File: config.mk
export PLATFORM = sky130hd
export DESIGN_NAME = data_mem_ctl
export DESIGN_NICKNAME = d
export VERILOG_FILES = /design/src/rtl/data_mem_pkg.sv /design/src/rtl/mem_array_1rw.sv /design/src/rtl/data_mem_ctl.sv
export SDC_FILE = /design/constraint.sdc
export NUM_CORES = 2
export LEC_CHECK = 0
export CAP_MARGIN = 20
export CELL_PAD_IN_SITES_DETAIL_PLACEMENT = 1
export CELL_PAD_IN_SITES_GLOBAL_PLACEMENT = 1
export CORE_ASPECT_RATIO = 1.25
export CORE_MARGIN = 5
export CORE_UTILIZATION = 42
export DETAILED_ROUTE_END_ITERATION = 12
export PLACE_DENSITY = 0.74
export SLEW_MARGIN = 25
export SYNTH_ARGS = -nofsm -noshare
export SYNTH_HDL_FRONTEND = slang
export SYNTH_SLANG_ARGS = --single-unit
File: constraint.sdc
create_clock -name clk -period 12.9 [get_ports clk]
set_input_delay 2.58 -clock clk [delete_from_list [all_inputs] [get_ports clk]]
set_output_delay 2.58 -clock clk [all_outputs]
set_load 0.005 [all_outputs]
File: src/rtl/data_mem_pkg.sv
// Shared definitions for the multi-cycle data memory controller.
package data_mem_pkg;

  localparam int unsigned LAT_W = 8;

  typedef enum logic [2:0] {
    StClear,
    StIdle,
    StRdWait,
    StWrWait,
    StDone
  } state_e;

endpackage

File: src/rtl/mem_array_1rw.sv
// Single-port synchronous RAM, registered read, no reset on storage or read register.
module mem_array_1rw #(
  parameter int unsigned ADDR_W = 8,
  parameter int unsigned DATA_W = 8
) (
  input  logic              clk_i,
  input  logic              en_i,
  input  logic              we_i,
  input  logic [ADDR_W-1:0] addr_i,
  input  logic [DATA_W-1:0] wdata_i,
  output logic [DATA_W-1:0] rdata_o
);

  localparam int unsigned Depth = 1 << ADDR_W;

  logic [DATA_W-1:0] mem_q [Depth];
  logic [DATA_W-1:0] rdata_q;

  always_ff @(posedge clk_i) begin
    if (en_i) begin
      if (we_i) begin
        mem_q[addr_i] <= wdata_i;
      end else begin
        rdata_q <= mem_q[addr_i];
      end
    end
  end

  assign rdata_o = rdata_q;

endmodule

File: src/rtl/data_mem_ctl.sv
// Multi-cycle data memory controller: post-reset zero sweep, latched requests,
// separate read/write latencies and a one-cycle release state.
module data_mem_ctl
  import data_mem_pkg::*;
#(
  parameter int unsigned ADDR_W = 8,
  parameter int unsigned DATA_W = 8,
  parameter int unsigned RD_LAT = 10,
  parameter int unsigned WR_LAT = 10
) (
  input  logic              clk,
  input  logic              rst,
  input  logic              read,
  input  logic              write,
  input  logic [ADDR_W-1:0] address,
  input  logic [DATA_W-1:0] write_data,
  output logic [DATA_W-1:0] read_data,
  output logic              busy_wait,
  output logic              err
);

  localparam logic [LAT_W-1:0] RdCnt = LAT_W'(RD_LAT - 1);
  localparam logic [LAT_W-1:0] WrCnt = LAT_W'(WR_LAT - 1);

  state_e             state_q;
  logic [ADDR_W-1:0]  ptr_q;
  logic [LAT_W-1:0]   cnt_q;
  logic [ADDR_W-1:0]  addr_q;
  logic [DATA_W-1:0]  data_q;
  logic               err_q;
  logic               rd_valid_q;

  logic               access_fire;
  logic               arr_en;
  logic               arr_we;
  logic [ADDR_W-1:0]  arr_addr;
  logic [DATA_W-1:0]  arr_wdata;
  logic [DATA_W-1:0]  arr_rdata;

  always_ff @(posedge clk or negedge rst) begin
    if (!rst) begin
      state_q    <= StClear;
      ptr_q      <= '0;
      cnt_q      <= '0;
      addr_q     <= '0;
      data_q     <= '0;
      err_q      <= 1'b0;
      rd_valid_q <= 1'b0;
    end else begin
      err_q <= 1'b0;
      unique case (state_q)
        StClear: begin
          ptr_q <= ptr_q + 1'b1;
          if (ptr_q == '1) state_q <= StIdle;
        end
        StIdle: begin
          if (read && write) begin
            err_q <= 1'b1;
          end else if (read) begin
            addr_q  <= address;
            cnt_q   <= RdCnt;
            state_q <= StRdWait;
          end else if (write) begin
            addr_q  <= address;
            data_q  <= write_data;
            cnt_q   <= WrCnt;
            state_q <= StWrWait;
          end
        end
        StRdWait: begin
          if (cnt_q == '0) begin
            rd_valid_q <= 1'b1;
            state_q    <= StDone;
          end else begin
            cnt_q <= cnt_q - 1'b1;
          end
        end
        StWrWait: begin
          if (cnt_q == '0) begin
            state_q <= StDone;
          end else begin
            cnt_q <= cnt_q - 1'b1;
          end
        end
        StDone:  state_q <= StIdle;
        default: state_q <= StClear;
      endcase
    end
  end

  // The array is only touched by the sweep and on the completing edge of an access.
  always_comb begin
    access_fire = ((state_q == StRdWait) || (state_q == StWrWait)) && (cnt_q == '0);
    arr_en      = (state_q == StClear) || access_fire;
    arr_we      = (state_q == StClear) || (state_q == StWrWait);
    arr_addr    = (state_q == StClear) ? ptr_q : addr_q;
    arr_wdata   = (state_q == StClear) ? '0 : data_q;
  end

  always_comb begin
    busy_wait = 1'b1;
    unique case (state_q)
      StIdle:  busy_wait = read ^ write;
      StDone:  busy_wait = 1'b0;
      default: busy_wait = 1'b1;
    endcase
  end

  // The array read register has no reset, so mask it until the first completed read.
  assign read_data = rd_valid_q ? arr_rdata : '0;
  assign err       = err_q;

  mem_array_1rw #(
    .ADDR_W (ADDR_W),
    .DATA_W (DATA_W)
  ) u_mem (
    .clk_i   (clk),
    .en_i    (arr_en),
    .we_i    (arr_we),
    .addr_i  (arr_addr),
    .wdata_i (arr_wdata),
    .rdata_o (arr_rdata)
  );

endmodule

==> results.py <==
metrics = {
    "run_status": {
        "outcome": "completed",
    },
    "die": {
        "rows": 182,
        "fp.dieH_um": 506,
        "initial_core_util_pct": 42.1,
        "die_w_um": 407,
        "ios": 30,
        "dieArea_mm2": 0.206,
        "core_area_mm2": 0.196,
    },
    "sta": {
        "finalMaxSlewViolations": 0,
        "hold_viol_final": 0,
        "min_period_ns": 6.82,
        "finalSetupTns_ns": 0,
        "relSlewSlack_pct": 25.3,
        "worst_pin_slew_ns": 1.12,
        "fmax_mhz": 147,
        "fin_worst_skew_ns": 0.0621,
        "rsz0062_at_grt": "no",
        "setup_viol": 0,
        "period_share_pct": 52.8,
    },
    "routing": {
        "drtIter0Drc": 5311,
        "totalWireLength_mm": 247,
        "first_pass_iters": 6,
        "ant_nets": 0,
        "vias": 52900,
        "routedWlPerCell_um": 28.1,
        "routed_via_density": 6.02,
        "remaining_drc_errors": 0,
    },
    "setup_path": {
        "endpoint_kind": "output port",
        "rr_startpoint": "state_q[2]$_DFFE_PN0P_",
        "cp_max_fo": 4,
        "crit_start": "read",
        "critPathRequiredTime_ns": 10.32,
        "crit_family": "buffers and inverters",
        "path_buf_inv": 3,
        "crit_chain": "clkdlybuf4s50_1, inv_1, ha_1, nor3b_1, o21bai_1, clkdlybuf4s50_1",
        "critical-path-max-stage-delay_ns": 0.52,
        "crit_type": "primary input to output port",
        "start_kind": "primary input",
        "critPathArrivalTime_ns": 4.24,
        "cp_slowest_cell": "clkdlybuf4s50_1",
        "worst_path_most_repeated_cell": "clkdlybuf4s50_1",
    },
    "grt": {
        "grt_pass1_wl_mm": 363,
        "grt_overflow": 0,
        "first_global_vias": 54900,
        "antenna_found_initial": 10,
        "grt_max_degree": 200,
        "track_usage_pct": 23.5,
    },
    "finish": {
        "fin_util_pct": 46.6,
        "mostFrequentLayoutCells": "2056 x edfxtp_1, 1478 x nand2_1, 1015 x a21oi_1, 281 x nor2_1, 230 x a22oi_1",
        "fin_nets": 6072,
        "multi_input_area_mm2": 0.0182,
        "final_common_cell": "edfxtp_1",
        "regArea_mm2": 0.0627,
        "drive_gt1_share_pct": 6.83,
        "fillers": 19600,
        "postLayoutCellArea_mm2": 0.0915,
        "syn_to_final_growth_pct": 10.7,
    },
    "placed_design": {
        "dp_hpwl_mm": 146,
        "gp_congestion": 0.843,
        "place_area_mm2": 0.0852,
        "port_buffers": 29,
    },
    "run": {
        "drv_cap": 0,
    },
    "clocking": {
        "cts_made_buffers": 192,
        "cts_tree": "yes",
        "cts-root-buf": "clkbuf_16",
        "cts_setup_buffers": 0,
        "cts_max_level": 4,
        "clk_latency_ns": 0.86,
        "cts_sinks": 2093,
        "clkTransAtPathRegs_ns": 0.06,
        "cts_hold_buf": 0,
        "cts.path.max_buffers": 3,
        "cts.repair.resized": 0,
    },
    "logic_synthesis": {
        "synthMuxAreaShare_pct": 0.437,
        "syn-num-nets": 6193,
        "synthSimpleGateAreaFrac_pct": 10.1,
        "ys.flop_type": "edfxtp_1",
        "synth_edf_count": 2056,
        "ys_seq_area_share_pct": 75.8,
        "yosys_warnings": 0,
        "postSynthAreaPerCell_um2": 13.4,
        "synth_cells": 6168,
        "synth_xor_xnor_area_share_pct": 0.138,
        "synthAdderAreaFrac_pct": 0.0757,
        "syn_area_mm2": 0.0827,
        "async_flop_share_pct": 1.77,
        "synth_top_family_by_area": "compound AO/OA/AOI/OAI gates",
        "synth_compound_area_share_pct": 11.1,
        "ys_types": 57,
        "synth-seq-cells": 2093,
    },
    "pwr": {
        "p_total_w": 0.0243,
        "power_density_mw_per_mm2": 266,
        "vdd_drop_max_v": 0.000334,
        "power_leakage_nw": 29.7,
    },
    "hold_path": {
        "hold_path_class": "register to register",
        "min_from": "data_q[6]$_DFFE_PN0P_",
    },
}
[power breakdown]
group | internal (W) | leakage (nW) | switching, W | total [W]
Sequential | 0.00874 | 19.2 | 0.0000900 | 0.00883
Combinational | 0.00225 | 7.53 | 0.00754 | 0.00979
Clock | 0.00315 | 3.02 | 0.00255 | 0.00570
[cells by family (layout without fill, tap and decap cells)]
group | after synthesis | after routing
adders and majority gates | 5 | 5
xor gates and xnor gates | 13 | 13
DFF | 2093 | 2093
buffers and inverters | 435 | 473
muxes | 31 | 31
other | 0 | 5
AOI/OAI and AO/OA | 1526 | 1526
and+or+nand+nor | 2065 | 2065
[cell type report]
| class | count | share of cell area (%) |
|---|---|---|
| timing repair buffer | 115 | 1.22 |
| sequential | 2093 | 68.5 |
| clock inverter | 123 | 1.34 |
| multi-input combinational | 3640 | 19.9 |
| antenna | 5 | 0.0137 |
| clock buffer | 230 | 5.48 |
| inverter | 5 | 0.0205 |
| tap | 2576 | 3.52 |
[worst reg2reg max path: cells and delay by family, from the launching register on]
family	cells	cell delay, ns
DFF	1	0.65
AOI/OAI and AO/OA	3	0.86
buffers and inverters	3	2.10
and+or+nand+nor	5	2.35
[synthesized netlist by cell type (all sizes together), types with 16 or more instances]
cell	count	share of area, %
a22oi	230	2.1
mux2	19	0.27
nand2	1485	6.7
o2111ai	32	0.34
buf	266	1.6
and2	21	0.16
nand3	105	0.64
edfxtp	2056	75
a21oi	1022	6.2
clkbuf	164	0.74
dfrtp	37	1.1
nand4	85	0.64
a2bb2oi	16	0.17
a32oi	75	0.79
a32o	37	0.45
a31oi	21	0.16
a41oi	16	0.17
nor2	288	1.3
a211oi	31	0.28
and3	38	0.29
[flip-flops by register name (all words and copies together), names as in the netlist]
name,count
u_mem.mem_q,2048
addr_q,8
cnt_q,8
data_q,8
ptr_q,8
u_mem.rdata_o,8
state_q,3
err,1
rd_valid_q,1
[path summary, 6_finish.rpt]
check / to / depth (start not counted) / slack (ns)
max in group asynchronous: ptr_q[3]$_DFFE_PN0P_ / 1 / 10.44
min in group asynchronous: addr_q[5]$_DFFE_PN0P_ / 1 / 1.87
hold / removal: data_q[6]$_DFFE_PN0P_ / 1 / 0.51
setup reg to reg: u_mem.rdata_o[5]$_DFFE_PP_ / 11 / 6.81
hold reg to reg: data_q[6]$_DFFE_PN0P_ / 1 / 0.51
setup / recovery: busy_wait / 6 / 6.08
[per-layer routing]
layer	vias up	track usage [%]	wire, um	part of all wire [%]
li1	22700	-	-	-
met4	2	12.3	14800	6.0
met3	633	3.54	15800	6.4
met5	-	0	15	0.0061
met2	2151	40.0	124000	50
met1	27300	29.2	92400	37
[per-stage QoR]
| stage | cells | hold WS (ns) | setup slack (ns) |
|---|---|---|---|
| final | 8787 | 0.507 | 6.08 |
| after global routing | 8783 | 0.519 | 5.99 |
| after CTS | 8781 | 0.503 | 6.08 |
| after detailed placement | 8428 | 0.491 | 6.08 |
| after global placement | 8427 | 0.472 | 6.08 |
| after floorplan | 6168 | 0.451 | 7.17 |
Note: power is estimated with default switching activity, not from simulation.
